===== src/rtl/rip_pkg.sv =====
// rip-cpu shared decode types: ALU ops, opcodes, ID-stage state and control bundle.
// Optional M-extension decode is enabled with RIP_M_EXT_EN.
package rip_pkg;

  typedef enum logic [4:0] {
    ALU_ADD, ALU_SUB, ALU_SLL, ALU_SLT,
    ALU_SLTU, ALU_XOR, ALU_SRL, ALU_SRA,
    ALU_OR, ALU_AND, ALU_LUI,
    ALU_MUL, ALU_MULH, ALU_MULHSU, ALU_MULHU,
    ALU_DIV, ALU_DIVU, ALU_REM, ALU_REMU
  } alu_op_e;

  typedef enum logic [1:0] {EMPTY, FRESH, HELD} id_state_e;

  localparam logic [6:0] OP     = 7'b0110011;
  localparam logic [6:0] OP_IMM = 7'b0010011;
  localparam logic [6:0] LOAD   = 7'b0000011;
  localparam logic [6:0] STORE  = 7'b0100011;
  localparam logic [6:0] BRANCH = 7'b1100011;
  localparam logic [6:0] JAL    = 7'b1101111;
  localparam logic [6:0] JALR   = 7'b1100111;
  localparam logic [6:0] LUI    = 7'b0110111;
  localparam logic [6:0] AUIPC  = 7'b0010111;

  typedef struct packed {
    alu_op_e alu_op;
    logic    reg_we;
    logic    mem_re;
    logic    mem_we;
    logic    branch;
    logic    jal;
    logic    jalr;
    logic    alu_src_imm;
    logic    illegal;
  } id_ctrl_t;

  function automatic logic uses_rs1(input logic [31:0] instr);
    return !(instr[6:0] == LUI || instr[6:0] == AUIPC ||
             instr[6:0] == JAL);
  endfunction

  function automatic logic uses_rs2(input logic [31:0] instr);
    return instr[6:0] == OP || instr[6:0] == STORE ||
           instr[6:0] == BRANCH;
  endfunction

  function automatic alu_op_e alu_f3(input logic [2:0] f3,
                                     input logic alt);
    alu_op_e op;
    op = ALU_ADD;
    case (f3)
      3'b000: op = alt ? ALU_SUB : ALU_ADD;
      3'b001: op = ALU_SLL;
      3'b010: op = ALU_SLT;
      3'b011: op = ALU_SLTU;
      3'b100: op = ALU_XOR;
      3'b101: op = alt ? ALU_SRA : ALU_SRL;
      3'b110: op = ALU_OR;
      default: op = ALU_AND;
    endcase
    return op;
  endfunction

endpackage


===== src/rtl/rip_imm_gen.sv =====
// rip-cpu immediate generator: sign-extended I/S/B/U/J immediate by opcode.
// Pure combinational; other opcodes yield zero.
module rip_imm_gen
  import rip_pkg::*;
(
  input  logic [31:0] instr_i,
  output logic [31:0] imm_o
);

  logic [6:0] opc;
  logic       s;

  assign opc = instr_i[6:0];
  assign s   = instr_i[31];

  always_comb begin
    imm_o = '0;
    unique case (1'b1)
      (opc == OP_IMM || opc == LOAD || opc == JALR):
        imm_o = {{20{s}}, instr_i[31:20]};
      (opc == STORE):
        imm_o = {{20{s}}, instr_i[31:25], instr_i[11:7]};
      (opc == BRANCH):
        imm_o = {{19{s}}, s, instr_i[7], instr_i[30:25],
                 instr_i[11:8], 1'b0};
      (opc == LUI || opc == AUIPC):
        imm_o = {instr_i[31:12], 12'b0};
      (opc == JAL):
        imm_o = {{11{s}}, s, instr_i[19:12], instr_i[20],
                 instr_i[30:21], 1'b0};
      default:
        imm_o = '0;
    endcase
  end

endmodule


===== src/rtl/rip_id_stage.sv =====
// rip-cpu RV32I decode stage: registers decode, holds operands across stalls.
// Define RIP_M_EXT_EN to decode the M extension (otherwise illegal).
module rip_id_stage
  import rip_pkg::*;
#(
  parameter int XLEN = 32
) (
  input  logic            clk,
  input  logic            rst_n,
  input  logic            if_valid,
  input  logic [XLEN-1:0] if_pc,
  input  logic [31:0]     if_instr,
  output logic            if_ready,
  output logic [4:0]      if_rs1_num,
  output logic [4:0]      if_rs2_num,
  input  logic [XLEN-1:0] rf_rs1,
  input  logic [XLEN-1:0] rf_rs2,
  input  logic            ma_wen,
  input  logic [4:0]      ma_rd_num,
  input  logic [XLEN-1:0] ma_wdata,
  input  logic            ex_ready,
  input  logic            ex_flush,
  output logic            id_valid,
  output logic [XLEN-1:0] id_pc,
  output logic [4:0]      id_rd_num,
  output logic [4:0]      id_rs1_num,
  output logic [4:0]      id_rs2_num,
  output logic [XLEN-1:0] id_rs1,
  output logic [XLEN-1:0] id_rs2,
  output logic [XLEN-1:0] id_imm,
  output alu_op_e         id_alu_op,
  output logic [2:0]      id_funct3,
  output logic            id_reg_we,
  output logic            id_mem_re,
  output logic            id_mem_we,
  output logic            id_branch,
  output logic            id_jal,
  output logic            id_jalr,
  output logic            id_alu_src_imm,
  output logic            id_illegal
);

  id_state_e       state_q, state_d;
  logic [XLEN-1:0] pc_q, imm_q, hold1_q, hold2_q;
  logic [4:0]      rd_q, rs1n_q, rs2n_q;
  logic [2:0]      f3_q;
  id_ctrl_t        ctrl_q, ctrl_d;
  logic [31:0]     imm_d;
  logic            load_use, xfer;

  logic [6:0] opc;
  logic [2:0] f3;
  logic [6:0] f7;

  assign opc = if_instr[6:0];
  assign f3  = if_instr[14:12];
  assign f7  = if_instr[31:25];

  assign if_rs1_num = if_instr[19:15];
  assign if_rs2_num = if_instr[24:20];

  rip_imm_gen u_imm (
    .instr_i (if_instr),
    .imm_o   (imm_d)
  );

  always_comb begin
    ctrl_d = '0;
    unique case (1'b1)
      (opc == LUI): begin
        ctrl_d.reg_we = 1'b1;
        ctrl_d.alu_src_imm = 1'b1;
        ctrl_d.alu_op = ALU_LUI;
      end
      (opc == AUIPC): begin
        ctrl_d.reg_we = 1'b1;
        ctrl_d.alu_src_imm = 1'b1;
      end
      (opc == JAL): begin
        ctrl_d.reg_we = 1'b1;
        ctrl_d.jal = 1'b1;
      end
      (opc == JALR): begin
        ctrl_d.reg_we = 1'b1;
        ctrl_d.jalr = 1'b1;
        ctrl_d.alu_src_imm = 1'b1;
        ctrl_d.illegal = (f3 != 3'b000);
      end
      (opc == BRANCH): begin
        ctrl_d.branch = 1'b1;
        ctrl_d.alu_op = ALU_SUB;
        ctrl_d.illegal = (f3[2:1] == 2'b01);
      end
      (opc == LOAD): begin
        ctrl_d.reg_we = 1'b1;
        ctrl_d.mem_re = 1'b1;
        ctrl_d.alu_src_imm = 1'b1;
        ctrl_d.illegal = (f3 == 3'b011) || (f3[2:1] == 2'b11);
      end
      (opc == STORE): begin
        ctrl_d.mem_we = 1'b1;
        ctrl_d.alu_src_imm = 1'b1;
        ctrl_d.illegal = f3[2] || (f3 == 3'b011);
      end
      (opc == OP_IMM): begin
        ctrl_d.reg_we = 1'b1;
        ctrl_d.alu_src_imm = 1'b1;
        ctrl_d.alu_op = alu_f3(f3, (f3 == 3'b101) && f7[5]);
        ctrl_d.illegal =
          ((f3 == 3'b001) && (f7 != 7'b0000000)) ||
          ((f3 == 3'b101) && (f7 != 7'b0000000) &&
           (f7 != 7'b0100000));
      end
      (opc == OP): begin
        ctrl_d.reg_we = 1'b1;
        if (f7 == 7'b0000000) begin
          ctrl_d.alu_op = alu_f3(f3, 1'b0);
        end else if (f7 == 7'b0100000 &&
                     (f3 == 3'b000 || f3 == 3'b101)) begin
          ctrl_d.alu_op = alu_f3(f3, 1'b1);
        end else if (f7 == 7'b0000001) begin
`ifdef RIP_M_EXT_EN
          ctrl_d.alu_op = alu_op_e'(5'(ALU_MUL) + 5'(f3));
`else
          ctrl_d.illegal = 1'b1;
`endif
        end else begin
          ctrl_d.illegal = 1'b1;
        end
      end
      default: ctrl_d.illegal = 1'b1;
    endcase
    if (ctrl_d.illegal) begin
      ctrl_d.reg_we = 1'b0;
      ctrl_d.mem_re = 1'b0;
      ctrl_d.mem_we = 1'b0;
    end
    if (if_instr[11:7] == 5'd0) ctrl_d.reg_we = 1'b0;
  end

  assign id_valid = (state_q != EMPTY);

  assign load_use = id_valid && ctrl_q.mem_re && (rd_q != 5'd0) &&
    ((uses_rs1(if_instr) && if_rs1_num == rd_q) ||
     (uses_rs2(if_instr) && if_rs2_num == rd_q));

  assign if_ready = rst_n && !ex_flush && !load_use &&
                    (!id_valid || ex_ready);
  assign xfer = if_valid && if_ready;

  always_comb begin
    state_d = EMPTY;
    if (ex_flush) state_d = EMPTY;
    else if (xfer) state_d = FRESH;
    else if (id_valid && !ex_ready) state_d = HELD;
    else state_d = EMPTY;
  end

  // FRESH reads the regfile port directly; HELD uses the captured copy.
  always_comb begin
    id_rs1 = '0;
    id_rs2 = '0;
    if (rs1n_q != 5'd0) begin
      if (state_q == HELD) id_rs1 = hold1_q;
      else if (state_q == FRESH) id_rs1 = rf_rs1;
    end
    if (rs2n_q != 5'd0) begin
      if (state_q == HELD) id_rs2 = hold2_q;
      else if (state_q == FRESH) id_rs2 = rf_rs2;
    end
  end

  always_ff @(posedge clk) begin
    if (!rst_n) begin
      state_q <= EMPTY;
      pc_q    <= '0;
      imm_q   <= '0;
      rd_q    <= '0;
      rs1n_q  <= '0;
      rs2n_q  <= '0;
      f3_q    <= '0;
      ctrl_q  <= '0;
      hold1_q <= '0;
      hold2_q <= '0;
    end else begin
      state_q <= state_d;
      if (xfer) begin
        pc_q   <= if_pc;
        imm_q  <= imm_d;
        rd_q   <= if_instr[11:7];
        rs1n_q <= if_rs1_num;
        rs2n_q <= if_rs2_num;
        f3_q   <= f3;
        ctrl_q <= ctrl_d;
      end else if (state_d != HELD) begin
        ctrl_q <= '0;
      end
      if (state_d == HELD) begin
        hold1_q <= (ma_wen && ma_rd_num == rs1n_q && rs1n_q != 5'd0)
                   ? ma_wdata : id_rs1;
        hold2_q <= (ma_wen && ma_rd_num == rs2n_q && rs2n_q != 5'd0)
                   ? ma_wdata : id_rs2;
      end
    end
  end

  assign id_pc          = pc_q;
  assign id_imm         = imm_q;
  assign id_rd_num      = rd_q;
  assign id_rs1_num     = rs1n_q;
  assign id_rs2_num     = rs2n_q;
  assign id_funct3      = f3_q;
  assign id_alu_op      = ctrl_q.alu_op;
  assign id_reg_we      = ctrl_q.reg_we;
  assign id_mem_re      = ctrl_q.mem_re;
  assign id_mem_we      = ctrl_q.mem_we;
  assign id_branch      = ctrl_q.branch;
  assign id_jal         = ctrl_q.jal;
  assign id_jalr        = ctrl_q.jalr;
  assign id_alu_src_imm = ctrl_q.alu_src_imm;
  assign id_illegal     = ctrl_q.illegal;

endmodule


===== config.mk =====
export PLATFORM = sky130hd
export DESIGN_NAME = rip_id_stage
export DESIGN_NICKNAME = d
export VERILOG_FILES = /design/src/rtl/rip_pkg.sv /design/src/rtl/rip_imm_gen.sv /design/src/rtl/rip_id_stage.sv
export SDC_FILE = /design/constraint.sdc
export NUM_CORES = 1
export LEC_CHECK = 0
export ABC_AREA = 1
export BUFFER_PORTS_ARGS = -buffer_cell sky130_fd_sc_hd__buf_4
export CELL_PAD_IN_SITES_DETAIL_PLACEMENT = 0
export CELL_PAD_IN_SITES_GLOBAL_PLACEMENT = 1
export CORE_MARGIN = 2
export CORE_UTILIZATION = 30
export DETAILED_ROUTE_END_ITERATION = 8
export HOLD_SLACK_MARGIN = 0.12
export PLACE_DENSITY = 0.85
export SLEW_MARGIN = 20
export SYNTH_ARGS = -nofsm -noshare
export SYNTH_HDL_FRONTEND = slang
export SYNTH_HIERARCHICAL = 1
export SYNTH_SLANG_ARGS = --single-unit

===== constraint.sdc =====
create_clock -name clk -period 1.5 [get_ports clk]
set_clock_uncertainty 0.1 [all_clocks]
set_input_delay 0.225 -clock clk [delete_from_list [all_inputs] [get_ports clk]]
set_output_delay 0.225 -clock clk [all_outputs]
set_load 0.01 [all_outputs]

; ---- After elaboration in Yosys (flattened, before gate mapping)
; Cells that the tools add are included.
[totals]
mem_bits_ro = 0
n_memories = 0
ram_bits = 0
register_bits = 161
latch_bits = 0
[classes]
shift = 0
eq_ne = 27
div = 0
muxes = 34
bitwise = 0
reduce_logical = 49
magnitude_cmp = 0
add_sub_neg = 0
mul = 0
[op_table]
columns = cell, n
row1 = 32-bit two-way mux, 8
row2 = 32-bit case mux with 5 select lines, 1
row3 = 4-bit case mux with 7 select lines, 3
row4 = "7-bit by 6-bit == test with 1-bit output, second input constant", 4
row5 = 13-bit two-way mux, 2
row6 = "7-bit == test, second input constant", 3
row7 = 5-bit == test, 4
row8 = 5-bit case mux with 4 select lines, 1
row9 = 1-bit logical AND, 19
row10 = 5-bit nonzero test, 3
row11 = "7-bit by 5-bit == test with 1-bit output, second input constant", 2
row12 = 1-bit logical OR, 12
row13 = 1-bit two-way mux, 12
row14 = "3-bit == test, second input constant", 3
row15 = "7-bit by 2-bit == test with 1-bit output, second input constant", 1
row16 = 7-bit zero test, 1
row17 = "7-bit by 6-bit != test with 1-bit output, second input constant", 1
row18 = 1-bit case mux with 7 select lines, 1
row19 = 7-bit nonzero test, 1
row20 = 7-bit OR reduction, 1
row21 = "2-bit == test, second input constant", 3
row22 = "3-bit by 2-bit == test with 1-bit output, second input constant", 2
row23 = 2-bit two-way mux, 3
row24 = 6-bit OR reduction, 1
row25 = other kinds (12), 18

; ---- Longest topological paths before layout
[depth]
depth_word = 16
ltp_mapped = 15
mapped_depth_nobuf = 13

; ---- Cells and area by module
; Netlist, hierarchy kept.
[modules_own_cells]
columns = module, cells_per_inst, seq_area_each_um2, instances, area_each_um2
row1 = rip_id_stage, 1454, 3203.1, 1, 8841.0
row2 = rip_imm_gen, 166, 0.0, 1, 767.0

; ---- Worst setup path after synthesis
; No wires, ideal clock.
[synth_timing]
kind = reg-to-reg
from = register rs1n_q[0] (netlist: id_rs1_num[0])
to = register hold1_q[10]
required_time_ns = 1.291
setup_time_ns = 0.109
path_stages_with_launch = 11
n_path_buf = 1
slack_ns = -0.302
arrival_ns = 1.593
period_less_slack_ns = 1.802
path_cell_list = dfxtp_1 inv_1 nand2_1 nor4_1 a211oi_1 nand2_1 clkbuf_1 nand2_1 nand3_1 nand2_1 inv_1
[synth_between]
elab_chain_len = 4
[synth_lines]
columns = item, line_no
row1 = "start, declared", rip_id_stage.sv:45  ; logic [4:0] rd_q, rs1n_q, rs2n_q;
row2 = "start signal, assigned", rip_id_stage.sv:191  ; rs1n_q <= if_rs1_num;
row3 = 5-bit == test, rip_id_stage.sv:199  ; hold1_q <= (ma_wen && ma_rd_num == rs1n_q && rs1n_q != 5'd0)
row4 = 1-bit logical AND (2 in series), rip_id_stage.sv:199
row5 = 32-bit two-way mux (*), rip_id_stage.sv:200  ; ? ma_wdata : id_rs1;
row6 = "end signal, assigned", rip_id_stage.sv:199
row7 = "end, declared", rip_id_stage.sv:44  ; logic [XLEN-1:0] pc_q, imm_q, hold1_q, hold2_q;
; Every way passes the cells marked *; elsewhere a longest branch is shown, timed or not.
; A chain may end at the register's enable or synchronous reset.

; ---- Worst setup path after layout
[layout_timing]
from = register state_q[0]
to = output id_rs2[1]
[layout_between]
elab_chain_len = 4
[layout_lines]
columns = item, line_no
row1 = "start, declared", rip_id_stage.sv:43  ; id_state_e state_q, state_d;
row2 = "start signal, assigned", rip_id_stage.sv:186  ; state_q <= state_d;
row3 = 2-bit by 1-bit == test with 1-bit output, rip_id_stage.sv:169  ; else if (state_q == FRESH) id_rs2 = rf_rs2;
row4 = 32-bit two-way mux, rip_id_stage.sv:169
row5 = 32-bit two-way mux (*), rip_id_stage.sv:168  ; if (state_q == HELD) id_rs2 = hold2_q;
row6 = 32-bit two-way mux (*), rip_id_stage.sv:167  ; if (rs2n_q != 5'd0) begin
row7 = "end, declared", rip_id_stage.sv:29  ; output logic [XLEN-1:0] id_rs2,
; Marked as above.

==> qor.txt <==
post-detailed-routing wire length - 46100 microns
cell count along the critical path - 7
P_leak - 9.15 nW
clock buffer depth - 2
period utilization - 1.43
Worst-Skew Late Latency - 430 ps
Core Rows - 65
Worst EP arrival - 1820 ps
Final nets - 2350
CP Capture Type - primary output
CP Buf/Inv Count - 4
share of layout cells above drive strength 1 - 0.481
Cell Area, Synth - 9610 sq um
drt drc - 0
GRT Util Overall - 0.239
RSZ-0062 raised after global routing - true
overall power - 11.4 mW
Ys Warns - 6
worst-path cell chain - buf_12 > or2_4 > clkbuf_16 > o21ai_2 > nand2_1 > inv_2 > buf_6
final hold slack - 148 ps
H-tree levels - 4
I/O pin total - 342
Core Util, Final - 0.575
hold crit path type - input pin to flip-flop
antenna viol nets, final - 0
minimum clock period - 2150 ps
post-route cell area - 18100 sq um
Post-DP Area - 13600 sq um
FILL cells - 2926
critical path's top delay family - buffers and inverters
synth unique cells - 36
CP max FO - 6
CTS tree - done
initial core utilization - 0.304
crit path max-delay cell type - dfxtp_2
Mapped Cells - 1620
Root Driver - clkbuf_16
final hold viol count - 0
dpl hpwl - 28400 microns
first-pass GRT wire length - 62200 microns
hold path depth - 4
largest net degree at the start of global routing - 84
Post-synth top cells - nand2_1, inv_1, nand3_1
Worst Reg-to-Reg Cells - 13
Routability Congestion - 0.947
synth top area cells - dfxtp_1, nand2_1, nand3_1, inv_1, a21oi_1
most common cell in the netlist - nand2_1
status - finished with violations
Seq/Total Area, Yosys - 0.333
die footprint - 33500 sq um
DP Worst Slack - -459 ps
Final Max Slew Viols - 0
routed len/inst - 17.8 microns
DR vias/cell - 4.94
EDFF count, synth - 0
Clock Sink Count - 160
DIE HEIGHT - 183 microns
failing checks - setup timing
Core Area - 31600 sq um
Setup-failing EPs final - 225
Top FF cell, synth - dfxtp_1
Rel. slew slack - 0.610
DRT Pass-1 Iters - 6
actual slew at the worst max-slew pin - 585 ps
FMAX - 466 MHz
Overflow after GRT - 0
Yosys reg bits - 160
Placed Cells - 2393
fraction of registers with async set/reset - 0
PwrDens - 627 nW/um^2
initial antenna violation count - 4
Initial DRC Count - 802
Syn Area/Cell - 5.93 sq um
chip width - 183 microns
syn nets - 1791
peak supply drop - 643 uV
Yosys top cell area share - 0.333
setup TNS - -96410 ps
Max stage delay on crit path - 340 ps
area grow syn2layout - 88.8%
via count - 12800
Setup CP Type - flip-flop to primary output
total CTS buffers - 17
Critical Path RT - 1170 ps
Port Buffers - 340
vias in the first global route - 11300
critical path launch point type - flip-flop
Finished Layout Cells - 2595
clk slew on worst S/H paths - 60 ps
Final WS setup - -646 ps
post-synth top area cell - dfxtp_1
max cap viols - 0
-- where the power goes --
group          switching, mW  internal (mW)  leakage [nW]  total (mW)
clock network           1.95           2.55         0.295        4.50
registers             0.0506           4.33          1.30        4.38
logic                   1.26           1.23          7.55        2.49
-- repair_timing --
action,4_1_cts,5_1_grt
pin swaps,29,106
cloned,10,25
setup endpoints to repair,226,227
setup buffers,16,48
hold endpoints to repair,114,1
resized for setup,133,488
hold buffers,79,1
-- logic make-up (layout without fill, tap and decap cells) --
kind of cell	count (synthesis)	count (layout)	share of synthesized area
buf+inv	373	944	0.160
xor+xnor	13	13	0.0119
simple gates	828	829	0.364
other cells	1	2	0.000390
flops	160	160	0.333
compound gates	245	245	0.130
-- layout make-up --
type	instances	area, sq um	share of cell area
inverter	262	998	0.0550
timing repair buffer	650	6270	0.346
clock buffer	23	499	0.0275
multi-input combinational	1088	6530	0.360
tap	402	503	0.0277
antenna	1	2.50	0.000138
sequential	160	3240	0.178
clock inverter	9	98.8	0.00545
-- sequential cells by signal, summed over array words and instances, names as in the netlist, 2 cells and up --
| register | cells |
|---|---|
| hold1_q | 32 |
| id_pc | 32 |
| state_q | 2 |
| id_rs1_num | 5 |
| id_imm | 32 |
| id_rs2_num | 5 |
| hold2_q | 32 |
| id_rd_num | 5 |
| id_funct3 | 3 |
| id_alu_op | 4 |
-- placed cells by master, fill, tap and decap left out, drive strengths merged, types with 3 or more instances in the layout --
master	count
buf	554
nand2	546
inv	263
nand3	209
dfxtp	160
a21oi	157
dlygate4sd3	80
o21ai	79
nor2	57
clkbuf	39
clkinv	7
nor3	7
xnor2	7
xor2	6
or2	3
-- tightest hold or removal path, stage by stage --
cell     delay (ps)
buf_4           140
buf_4           160
nand2_4          70
a21oi_2          40
-- metal layers --
layer | share of wire | wire length (microns) | GRT usage | vias to the layer above
met2 | 0.48 | 22200 | 0.403 | 606
li1 | - | - | - | 6163
met1 | 0.39 | 18200 | 0.295 | 5952
met5 | 0.00082 | 38 | 0 | -
met4 | 0.036 | 1640 | 0.0784 | 8
met3 | 0.087 | 4010 | 0.0635 | 100
-- final timing paths --
| path | start | endpoint | slack (ps) |
|---|---|---|---|
| max reg2reg | id_rd_num[4] | id_alu_op[3] | -530 |
| max | state_q[0] | id_rs2[1] | -650 |
| min | if_instr[20] | id_rs2_num[0] | 150 |
| min reg2reg | id_branch | id_branch | 370 |
No activity file was read; power rests on OpenSTA's default activity.
